`src/rtl/pe_fp8_mx.sv`:
```
// rtl/pe_fp8_mx.sv - FP8 (E4M3/E5M2) multiply-accumulate systolic processing element
//
// Purpose:
//   Multiplies two FP8 operands (format chosen per pair by fmt_in) into a
//   signed fixed-point product with FRAC_BITS fractional bits. The product is
//   registered (stage 1) and then added into a saturating ACC_W-bit
//   accumulator (stage 2). Operands are forwarded east/south, and a psum
//   register either captures the accumulator or shifts from the neighbour.
//
// Ports:
//   clk        rising-edge clock
//   rst_n      asynchronous active-low reset
//   clear      synchronous accumulator/flag clear
//   valid_in   a_in/b_in/fmt_in carry a valid operand pair
//   fmt_in     0 = E4M3, 1 = E5M2
//   a_in/b_in  FP8 operands
//   a_out/b_out/valid_out/fmt_out  inputs delayed by one cycle
//   acc_out    accumulator value
//   sat_flag   sticky saturation flag
//   nan_flag   sticky NaN/Inf operand flag
//   cap        load psum_out from the accumulator
//   shift      load psum_out from psum_in (cap wins)
//   psum_in    psum chain input
//   psum_out   psum chain register

module pe_fp8_mx #(
   parameter int ACC_W     = 24,
   parameter int FRAC_BITS = 8
) (
   input  logic             clk,
   input  logic             rst_n,
   input  logic             clear,
   input  logic             valid_in,
   input  logic             fmt_in,
   input  logic [7:0]       a_in,
   input  logic [7:0]       b_in,
   output logic [7:0]       a_out,
   output logic [7:0]       b_out,
   output logic             valid_out,
   output logic             fmt_out,
   output logic [ACC_W-1:0] acc_out,
   output logic             sat_flag,
   output logic             nan_flag,
   input  logic             cap,
   input  logic             shift,
   input  logic [ACC_W-1:0] psum_in,
   output logic [ACC_W-1:0] psum_out
);

   // Holds the shifted 8-bit product for any left shift below ACC_W.
   localparam int WIDE = ACC_W + 8;

   localparam logic [ACC_W-1:0] ACC_MAX = {1'b0, {(ACC_W-1){1'b1}}};
   localparam logic [ACC_W-1:0] ACC_MIN = {1'b1, {(ACC_W-1){1'b0}}};

   typedef struct packed {
      logic              sign;
      logic              special;  // NaN or Inf
      logic signed [6:0] exp;      // unbiased exponent
      logic [3:0]        mant;     // hidden bit + 3 fraction bits
   } fp8_dec_t;

   function automatic fp8_dec_t decode(input logic fmt, input logic [7:0] x);
      fp8_dec_t d;
      d.sign = x[7];
      if (!fmt) begin
         d.special = (x[6:0] == 7'h7F);
         if (x[6:3] == 4'd0) begin
            d.exp  = -7'sd6;
            d.mant = {1'b0, x[2:0]};
         end else begin
            d.exp  = $signed({3'b000, x[6:3]}) - 7'sd7;
            d.mant = {1'b1, x[2:0]};
         end
      end else begin
         d.special = (x[6:2] == 5'h1F);
         // E5M2 has 2 mantissa bits; pad to the common 3-bit fraction.
         if (x[6:2] == 5'd0) begin
            d.exp  = -7'sd14;
            d.mant = {1'b0, x[1:0], 1'b0};
         end else begin
            d.exp  = $signed({2'b00, x[6:2]}) - 7'sd15;
            d.mant = {1'b1, x[1:0], 1'b0};
         end
      end
      return d;
   endfunction

   fp8_dec_t          da, db;
   logic [7:0]        prod;
   logic signed [7:0] exp_p;
   logic signed [9:0] shift_l;
   logic [9:0]        shift_u;
   logic [9:0]        rsh;
   logic [WIDE-1:0]   wide;
   logic              ovf;
   logic [ACC_W-2:0]  mag;
   logic              special;
   logic [ACC_W-1:0]  p_next;
   logic              s1_sat;
   logic              s1_nan;

   logic              v1;
   logic [ACC_W-1:0]  p1;
   logic [ACC_W-1:0]  acc;
   logic [ACC_W:0]    sum;
   logic              s2_ovf;
   logic [ACC_W-1:0]  acc_next;

   // Stage 1: decode, multiply and align the product to the accumulator grid.
   always_comb begin
      da      = decode(fmt_in, a_in);
      db      = decode(fmt_in, b_in);
      prod    = 8'(da.mant) * 8'(db.mant);
      exp_p   = $signed({da.exp[6], da.exp}) + $signed({db.exp[6], db.exp});
      // Product carries 6 fraction bits; move it onto FRAC_BITS.
      shift_l = $signed(10'(FRAC_BITS - 6)) + $signed({{2{exp_p[7]}}, exp_p});
      shift_u = shift_l;
      rsh     = 10'(-shift_l);
      wide    = '0;
      ovf     = 1'b0;
      if (!shift_l[9]) begin
         if (shift_u >= 10'(ACC_W)) begin
            ovf = (prod != 8'd0);
         end else begin
            wide = {{(WIDE-8){1'b0}}, prod} << shift_u;
            ovf  = |wide[WIDE-1:ACC_W-1];
         end
      end else if (rsh < 10'd8) begin
         // Right shift of a magnitude truncates toward zero.
         wide = {{(WIDE-8){1'b0}}, prod} >> rsh;
      end
      mag     = ovf ? {(ACC_W-1){1'b1}} : wide[ACC_W-2:0];
      special = da.special | db.special;
      if (special) begin
         p_next = '0;
      end else if (da.sign ^ db.sign) begin
         p_next = -{1'b0, mag};
      end else begin
         p_next = {1'b0, mag};
      end
      s1_sat = valid_in & ovf & ~special;
      s1_nan = valid_in & special;
   end

   // Stage 2: saturating accumulate with one guard bit.
   always_comb begin
      sum      = {acc[ACC_W-1], acc} + {p1[ACC_W-1], p1};
      s2_ovf   = sum[ACC_W] ^ sum[ACC_W-1];
      acc_next = sum[ACC_W-1:0];
      if (s2_ovf) begin
         acc_next = sum[ACC_W] ? ACC_MIN : ACC_MAX;
      end
   end

   always_ff @(posedge clk or negedge rst_n) begin
      if (!rst_n) begin
         a_out     <= '0;
         b_out     <= '0;
         valid_out <= 1'b0;
         fmt_out   <= 1'b0;
         v1        <= 1'b0;
         p1        <= '0;
         acc       <= '0;
         sat_flag  <= 1'b0;
         nan_flag  <= 1'b0;
         psum_out  <= '0;
      end else begin
         a_out     <= a_in;
         b_out     <= b_in;
         valid_out <= valid_in;
         fmt_out   <= fmt_in;
         v1        <= valid_in;
         if (valid_in) begin
            p1 <= p_next;
         end
         if (clear) begin
            // Drops the product in stage 1; a pair entering now still flags.
            acc      <= '0;
            sat_flag <= s1_sat;
            nan_flag <= s1_nan;
         end else begin
            if (v1) begin
               acc <= acc_next;
            end
            sat_flag <= sat_flag | s1_sat | (v1 & s2_ovf);
            nan_flag <= nan_flag | s1_nan;
         end
         if (cap) begin
            psum_out <= acc;
         end else if (shift) begin
            psum_out <= psum_in;
         end
      end
   end

   assign acc_out = acc;

endmodule

```
`config.mk`:
```
export PLATFORM = sky130hd
export DESIGN_NAME = pe_fp8_mx
export DESIGN_NICKNAME = d
export VERILOG_FILES = /design/src/rtl/pe_fp8_mx.sv
export SDC_FILE = /design/constraint.sdc
export NUM_CORES = 1
export LEC_CHECK = 0
export ABC_AREA = 0
export BUFFER_PORTS_ARGS = -buffer_cell sky130_fd_sc_hd__buf_2
export CAP_MARGIN = 20
export CORE_AREA = 5 5 227 119
export CTS_CLUSTER_DIAMETER = 200
export DETAILED_ROUTE_END_ITERATION = 6
export DIE_AREA = 0 0 232 124
export GPL_TIMING_DRIVEN = 0
export PLACE_DENSITY = 0.47
export REMOVE_ABC_BUFFERS = 1
export SLEW_MARGIN = 10
export SYNTH_ARGS = -nofsm -noshare
export SYNTH_HDL_FRONTEND = slang
export SYNTH_SLANG_ARGS = --single-unit
```
`constraint.sdc`:
```
create_clock -name clk -period 4.7 [get_ports clk]
set_clock_uncertainty 0.15 [all_clocks]
set_input_delay 0.94 -clock clk [delete_from_list [all_inputs] [get_ports clk]]
set_output_delay 0.94 -clock clk [all_outputs]
set_load 0.05 [all_outputs]
```
==> summary.md, run 1 <==
| Metric | Value |
|---|---|
| Power Density | `~580 nW/um2` |
| DRT iter0 DRCs | `approximately 940` |
| Critical path launch point type | `primary input` |
| Worst Tran Pin Value | `0.962 ns` |
| Htree depth | `3` |
| Row cnt | `41` |
| Main area contributors after synthesis | `dfrtp_1 (28%), ha_1 (9.1%), o21ai_0 (5.4%), nand2_1 (5.1%), mux2i_1 (4.1%)` |
| Total core area | `24700 um2` |
| Violated checks | `setup timing` |
| Leading cell types by count after synthesis | `nand2_1 (112), dfrtp_1 (92), o21ai_0 (89)` |
| Final wirelength | `about 32 mm` |
| GR Util All Layers | `0.214` |
| Largest net degree at the start of global routing | `60` |
| Antenna diodes | `0` |
| Critical path arrival | `6.10 ns` |
| Worst slack at placement | `-3.67 ns` |
| Register area | `about 2300 um2` |
| Placer Congestion | `roughly 0.95` |
| CP required | `approximately 4.8 ns` |
| Sink Count | `between 90 and 100` |
| First-pass GRT wire length | `roughly 48 mm` |
| Synth area leader | `dfrtp_1` |
| Multi-input logic area | `6720 um2` |
| Cell count after placement | `1413` |
| Synth top area share | `0.278` |
| CP Class | `primary input to flop` |
| Mapped cell area | `roughly 8300 um2` |
| Worst skew pair latency | `0.38 ns` |
| Worst hold path type | `flop to flop` |
| DRT Pass-1 Iters | `6` |
| Netlist cell types | `94` |
| Initial Utilization | `0.335` |
| Yosys warns | `0` |
| Tcrit/Tclk final | `1.27` |
| Die H | `124 um` |
| Final setup viols | `25` |
| CTS Buffer Depth | `2` |
| Synth Flop Type | `dfrtp_1` |
| Drc violations | `0` |
| Ports | `115` |
| Final number of hold-violating endpoints | `0` |
| Max-slew violations | `0` |
| Die X-Extent | `232 um` |
| Seq cells post-synth | `92` |
| Cell with the most instances after synthesis | `nand2_1` |
| Root Driver | `clkbuf_16` |
| Layout cells sized above 1 | `0.338` |
| CTS tree | `done` |
| CTS Buf Count | `9` |
| GRT Residual Overflow | `0` |
| Input/output buffers | `114` |
| Fillers | `2428` |
| Fmax | `167 MHz` |
| # Max-Cap Violations | `0` |
| Number of synthesized flops with an enable pin | `0` |
| Final Non-Filler Cells | `1530` |
| CP Max Fanout | `4` |
| Mean area per synthesized cell | `~8.3 um2` |
| Worst-path clk slew | `0.07 ns` |
| Post-detailed-route count of antenna-violating nets | `0` |
| Die ar. | `28800 um2` |
| P&R area growth vs syn | `39.1%` |
| WL per Instance | `21.2 um` |
| Synth Instances | `between 1000 and 1500` |
| Number of global-route vias before repair | `7901` |
| Nets | `1295` |
| Worst ir drop on vdd | `between 0.2 and 0.3 mV` |
| Sequential element share of the synthesized area | `0.278` |
| PnR worst setup slack | `-1.28 ns` |
| Initial antenna violation count | `0` |
| RSZ-0062 raised after global routing | `true` |
| Status | `finished, violations left` |
| Vias | `8888` |
| Slew HR | `0.350` |
| Hold_sp | `p1[13]` |
| CP Launch Point | `b_in[3]` |
| CP endpoint kind | `flop` |
| Asr flop ratio synth | `1.00` |
| Detailed placement HPWL | `22.5 mm` |
| FF-to-FF Start | `acc_out[0]` |
| Final min period | `5.98 ns` |
| Vias per std cell | `roughly 5.8` |
| Leakage | `4.99 nW` |
## power breakdown
group / internal (mW) / switching [mW] / total (mW)
clock network: 0.375 / 0.364 / 0.739
logic: 1.82 / 2.89 / 4.71
registers: 1.03 / 0.207 / 1.24
## through the flow
step	TNS (ns)	area [um2]	hold WS [ns]	power (mW)	util
2_1_floorplan	-43.24	8060	0.306	3.84	-
3_5_place_dp	-76.41	9180	0.337	4.85	0.371
4_1_cts	-18.24	11000	0.353	6.33	0.447
3_3_place_gp	-88.35	9060	0.329	4.82	0.366
6_report	-25.76	11500	0.356	6.69	0.466
5_1_grt	-29.10	11500	0.367	7.09	0.466
## logic make-up (layout without fill, tap and decap cells)
| kind of cell | after synthesis | after routing | synth area share |
|---|---|---|---|
| DFF | 92 | 92 | 0.278 |
| muxes | 39 | 39 | 0.0492 |
| adders and majority gates | 66 | 66 | 0.105 |
| buffers and inverters | 82 | 262 | 0.0403 |
| xor gates and xnor gates | 38 | 38 | 0.0402 |
| AOI/OAI and AO/OA | 338 | 339 | 0.278 |
| and+or+nand+nor | 349 | 350 | 0.209 |
## registers in the layout (all words and copies together) (netlist names)
register / flops
b_out: 8
sat_flag: 1
a_out: 8
fmt_out: 1
p1: 24
v1: 1
nan_flag: 1
psum_out: 24
acc_out: 24
## final cells by class
| type | count | share of cell area |
|---|---|---|
| inverter | 28 | 0.0128 |
| clock buffer | 11 | 0.0211 |
| multi-input combinational | 832 | 0.583 |
| sequential | 92 | 0.200 |
| tap | 344 | 0.0374 |
| clock inverter | 4 | 0.00282 |
| timing repair buffer | 219 | 0.143 |
## what timing repair did
| action | 4_1_cts | 5_1_grt |
|---|---|---|
| gates cloned | 3 | 1 |
| buffers inserted | 74 | 27 |
| pin swaps | 64 | 28 |
| hold buffers | 0 | 0 |
| gates resized for setup | 194 | 53 |
| endpoints found under the setup margin | 25 | 48 |
## critical path, stage by stage
cell and delay [ns]:
buf_12 0.09, inv_6 0.04, ha_4 0.15, nand2_4 0.07, nand2_2 0.06, fa_1 0.53
inv_2 0.04, fa_2 0.50, fa_2 0.50, and3_4 0.25, or4b_4 0.56, o2111a_2 0.20
buf_6 0.13, o31ai_4 0.28, nand2_2 0.11, a31oi_4 0.22, o21a_4 0.22, a221oi_4 0.05
ha_2 0.24, nand4_4 0.11, nor4_4 0.07, buf_4 0.15, or3_1 0.36, a32o_1 0.25
## routing by layer
layer,up-vias,global-route usage,part of all wire
met1,4293,0.352,0.52
met5,-,0,0.0021
li1,4149,-,-
met3,28,0.0831,0.12
met2,416,0.253,0.35
met4,2,0.0336,0.0071
## cell usage in the layout (no fill, tap or decap), drive strengths merged, types with 25 or more instances in the layout
cell,count
ha,60
xnor2,26
mux2i,34
buf,218
a21oi,59
nor3,27
nor2,88
o21ai,96
inv,25
nand2,112
dfrtp,92
nand3,26
## worst paths after layout
check                      slack, ns          end  cells after the start
max in group asynchronous       3.33     nan_flag                      2
min in group asynchronous       0.38  psum_out[6]                      1
min                             0.36       p1[13]                      1
min reg2reg                     0.36       p1[13]                      1
max                            -1.28       p1[14]                     24
max reg2reg                     0.43  acc_out[17]                     13
Power figures use the tool's default switching activity.
==> run 2, diff against run 1 <==
Settings changed: PLACE_DENSITY 0.47 to not set, PLACE_DENSITY_LB_ADDON set to 0.1.
==> run 2 against run 1 <==
Compared with the run above: the run still ends with setup timing left; via count fell by 1.2%; non-clock buffer count is 2 lower; final cell count decreased by 0.20%; worst setup slack worse by 0.11 ns; combinational power decreased by 4.7%; wire length shrank 1.9%; total power is 2.6% lower; register-to-register slack got worse by 0.14 ns; critical path type unchanged; critical endpoint is now p1[20]; largest cell class unchanged; largest power group unchanged.
==> summary.md, run 2 (synthesized netlist as in run 1, its figures left out) <==
| Metric | Value |
|---|---|
| Initial antenna violation count | `0` |
| Critical Path Stages | `27` |
| Total core area | `between 20000 and 25000 um2` |
| Placer Congestion | `roughly 0.95` |
| Max-slew violations | `0` |
| Most common cell after layout, fill and taps aside | `nand2_1` |
| Post-detailed-route count of antenna-violating nets | `0` |
| Root Driver | `clkbuf_16` |
| Detailed placement HPWL | `22.5 mm` |
| Vias | `8780` |
| Input/output buffers | `~110` |
| CTS Buffer Depth | `2` |
| Util after Layout | `0.453` |
| Largest net degree at the start of global routing | `60` |
| Fmax | `around 160 MHz` |
| Die X-Extent | `about 230 um` |
| P&R area growth vs syn | `35.2%` |
| R2R Setup Slk | `a little under 0.3 ns` |
| Commonest cells after routing, fill and taps aside | `nand2_1 (106), buf_2 (105), dfrtp_1 (92)` |
| Worst-path clk slew | `0.07 ns` |
| R2R depth | `13` |
| Critical path launch point type | `primary input` |
| DRT iter0 DRCs | `850` |
| Tcrit/Tclk final | `1.30` |
| GR Util All Layers | `0.217` |
| Die ar. | `~29000 um2` |
| Htree depth | `3` |
| CP required | `around 4.8 ns` |
| CP dominant cell by count | `ha_4` |
| Register area | `2300 um2` |
| CP Launch Point | `b_in[2]` |
| CP Class | `primary input to flop` |
| Top delay family on crit path | `compound AO/OA/AOI/OAI gates` |
| CP Max Fanout | `4` |
| First-pass GRT wire length | `48.0 mm` |
| Worst skew pair latency | `0.38 ns` |
| DRT Pass-1 Iters | `5` |
| Power Density | `582 nW/um2` |
| Initial Utilization | `0.335` |
| Die H | `124 um` |
| RSZ-0062 raised after global routing | `true` |
| Violated checks | `setup timing` |
| Largest stage delay, worst path | `0.60 ns` |
| FF-to-FF Start | `acc_out[0]` |
| Slew HR | `0.309` |
| CP endpoint kind | `flop` |
| Worst Tran Pin Value | `~1 ns` |
| Worst ir drop on vdd | `0.235 mV` |
| GRT Residual Overflow | `0` |
| Number of global-route vias before repair | `7931` |
| CTS tree | `done` |
| WL per Instance | `20.8 um` |
| Final number of hold-violating endpoints | `0` |
| Status | `finished, violations left` |
| Fillers | `2413` |
| Critical path arrival | `6.21 ns` |
| Row cnt | `41` |
| Final wirelength | `31.8 mm` |
| CP endpoint | `p1[20]` |
| Worst path bufs/invs | `5` |
| Drc violations | `0` |
| Ports | `around 120` |
| Antenna diodes | `0` |
| # Max-Cap Violations | `0` |
| Hold_sp | `p1[13]` |
| Leakage | `roughly 4.9 nW` |
| Worst slack at placement | `-3.86 ns` |
| Hold-fix buffers, CTS | `0` |
| PnR worst setup slack | `-1.39 ns` |
| Worst hold path type | `flop to flop` |
| Slowest cell on the critical path | `fa_1` |
| Nets | `1292` |
| Sink Count | `about 90` |
| Vias per std cell | `5.75` |
| FF-to-FF End | `acc_out[17]` |
| Final min period | `6.09 ns` |
| CTS Buf Count | `9` |
| Layout cells sized above 1 | `0.314` |
| Final setup viols | `25` |
| Multi-input logic area | `around 6400 um2` |
run 2: changes by cell type in the layout (fill, tap and decap cells not counted), moves of 3 or more:
cell	delta
buf_6	-3
ha_4	-4
a21oi_1	+3
inv_6	-4
buf_4	+3
a21oi_4	-3
nor2_1	+4
nor2_2	-4
run 2: what timing repair did:
item,in CTS,in global routing
endpoints found under the setup margin,48,44
resized for setup,160,35
gates cloned,1,1
pin swaps,58,26
buffers inserted,73,24
run 2: where the power goes:
| part | switching [mW] | internal [mW] |
|---|---|---|
| registers | 0.205 | 1.03 |
| logic | 2.80 | 1.70 |
| clock network | 0.364 | 0.426 |
run 2: layer usage:
| metal | track usage | up-vias | routed length (um) |
|---|---|---|---|
| met4 | 0.0454 | 0 | 417 |
| met5 | 0 | - | 0 |
| met1 | 0.365 | 4185 | 17000 |
| met2 | 0.247 | 420 | 10800 |
| met3 | 0.0740 | 41 | 3560 |
| li1 | - | 4134 | - |
run 2: worst reg2reg max path, cell delays in order (launching register included):
cell and delay, ns:
dfrtp_1 0.42, ha_1 0.24, fa_1 0.43, a211o_1 0.33
a2111oi_1 0.67, o31ai_1 0.26, nand4_1 0.26, a21oi_1 0.17
o21ai_1 0.24, o21bai_1 0.11, a21oi_1 0.24, xnor2_2 0.19
a2111oi_0 0.44, o21ai_0 0.13
run 2: area by class of cell:
| cell class | count | area share |
|---|---|---|
| timing repair buffer | 217 | 0.140 |
| multi-input combinational | 831 | 0.576 |
| tap | 344 | 0.0384 |
| sequential | 92 | 0.206 |
| clock buffer | 10 | 0.0213 |
| inverter | 28 | 0.0134 |
| clock inverter | 5 | 0.00536 |
run 2: worst min-delay path by stage:
| stage | to | depth (start not counted) |
|---|---|---|
| global placement | p1[13] | 1 |
| floorplan | p1[19] | 2 |
| CTS | p1[13] | 1 |
| detailed placement | p1[13] | 1 |
| finish | p1[13] | 1 |
| global route | p1[11] | 1 |
run 2: stage by stage:
| stage | hold slack [ns] | instances | power, mW | TNS, ns | area, um2 |
|---|---|---|---|---|---|
| after floorplan | 0.306 | 950 | 3.84 | -43.24 | 8060 |
| after CTS | 0.360 | 1503 | 6.25 | -20.37 | 10800 |
| after detailed placement | 0.340 | 1414 | 4.84 | -79.60 | 9180 |
| after global routing | 0.384 | 1527 | 6.93 | -29.35 | 11200 |
| after global placement | 0.331 | 1408 | 4.83 | -90.71 | 9060 |
| final | 0.355 | 1527 | 6.52 | -26.18 | 11200 |
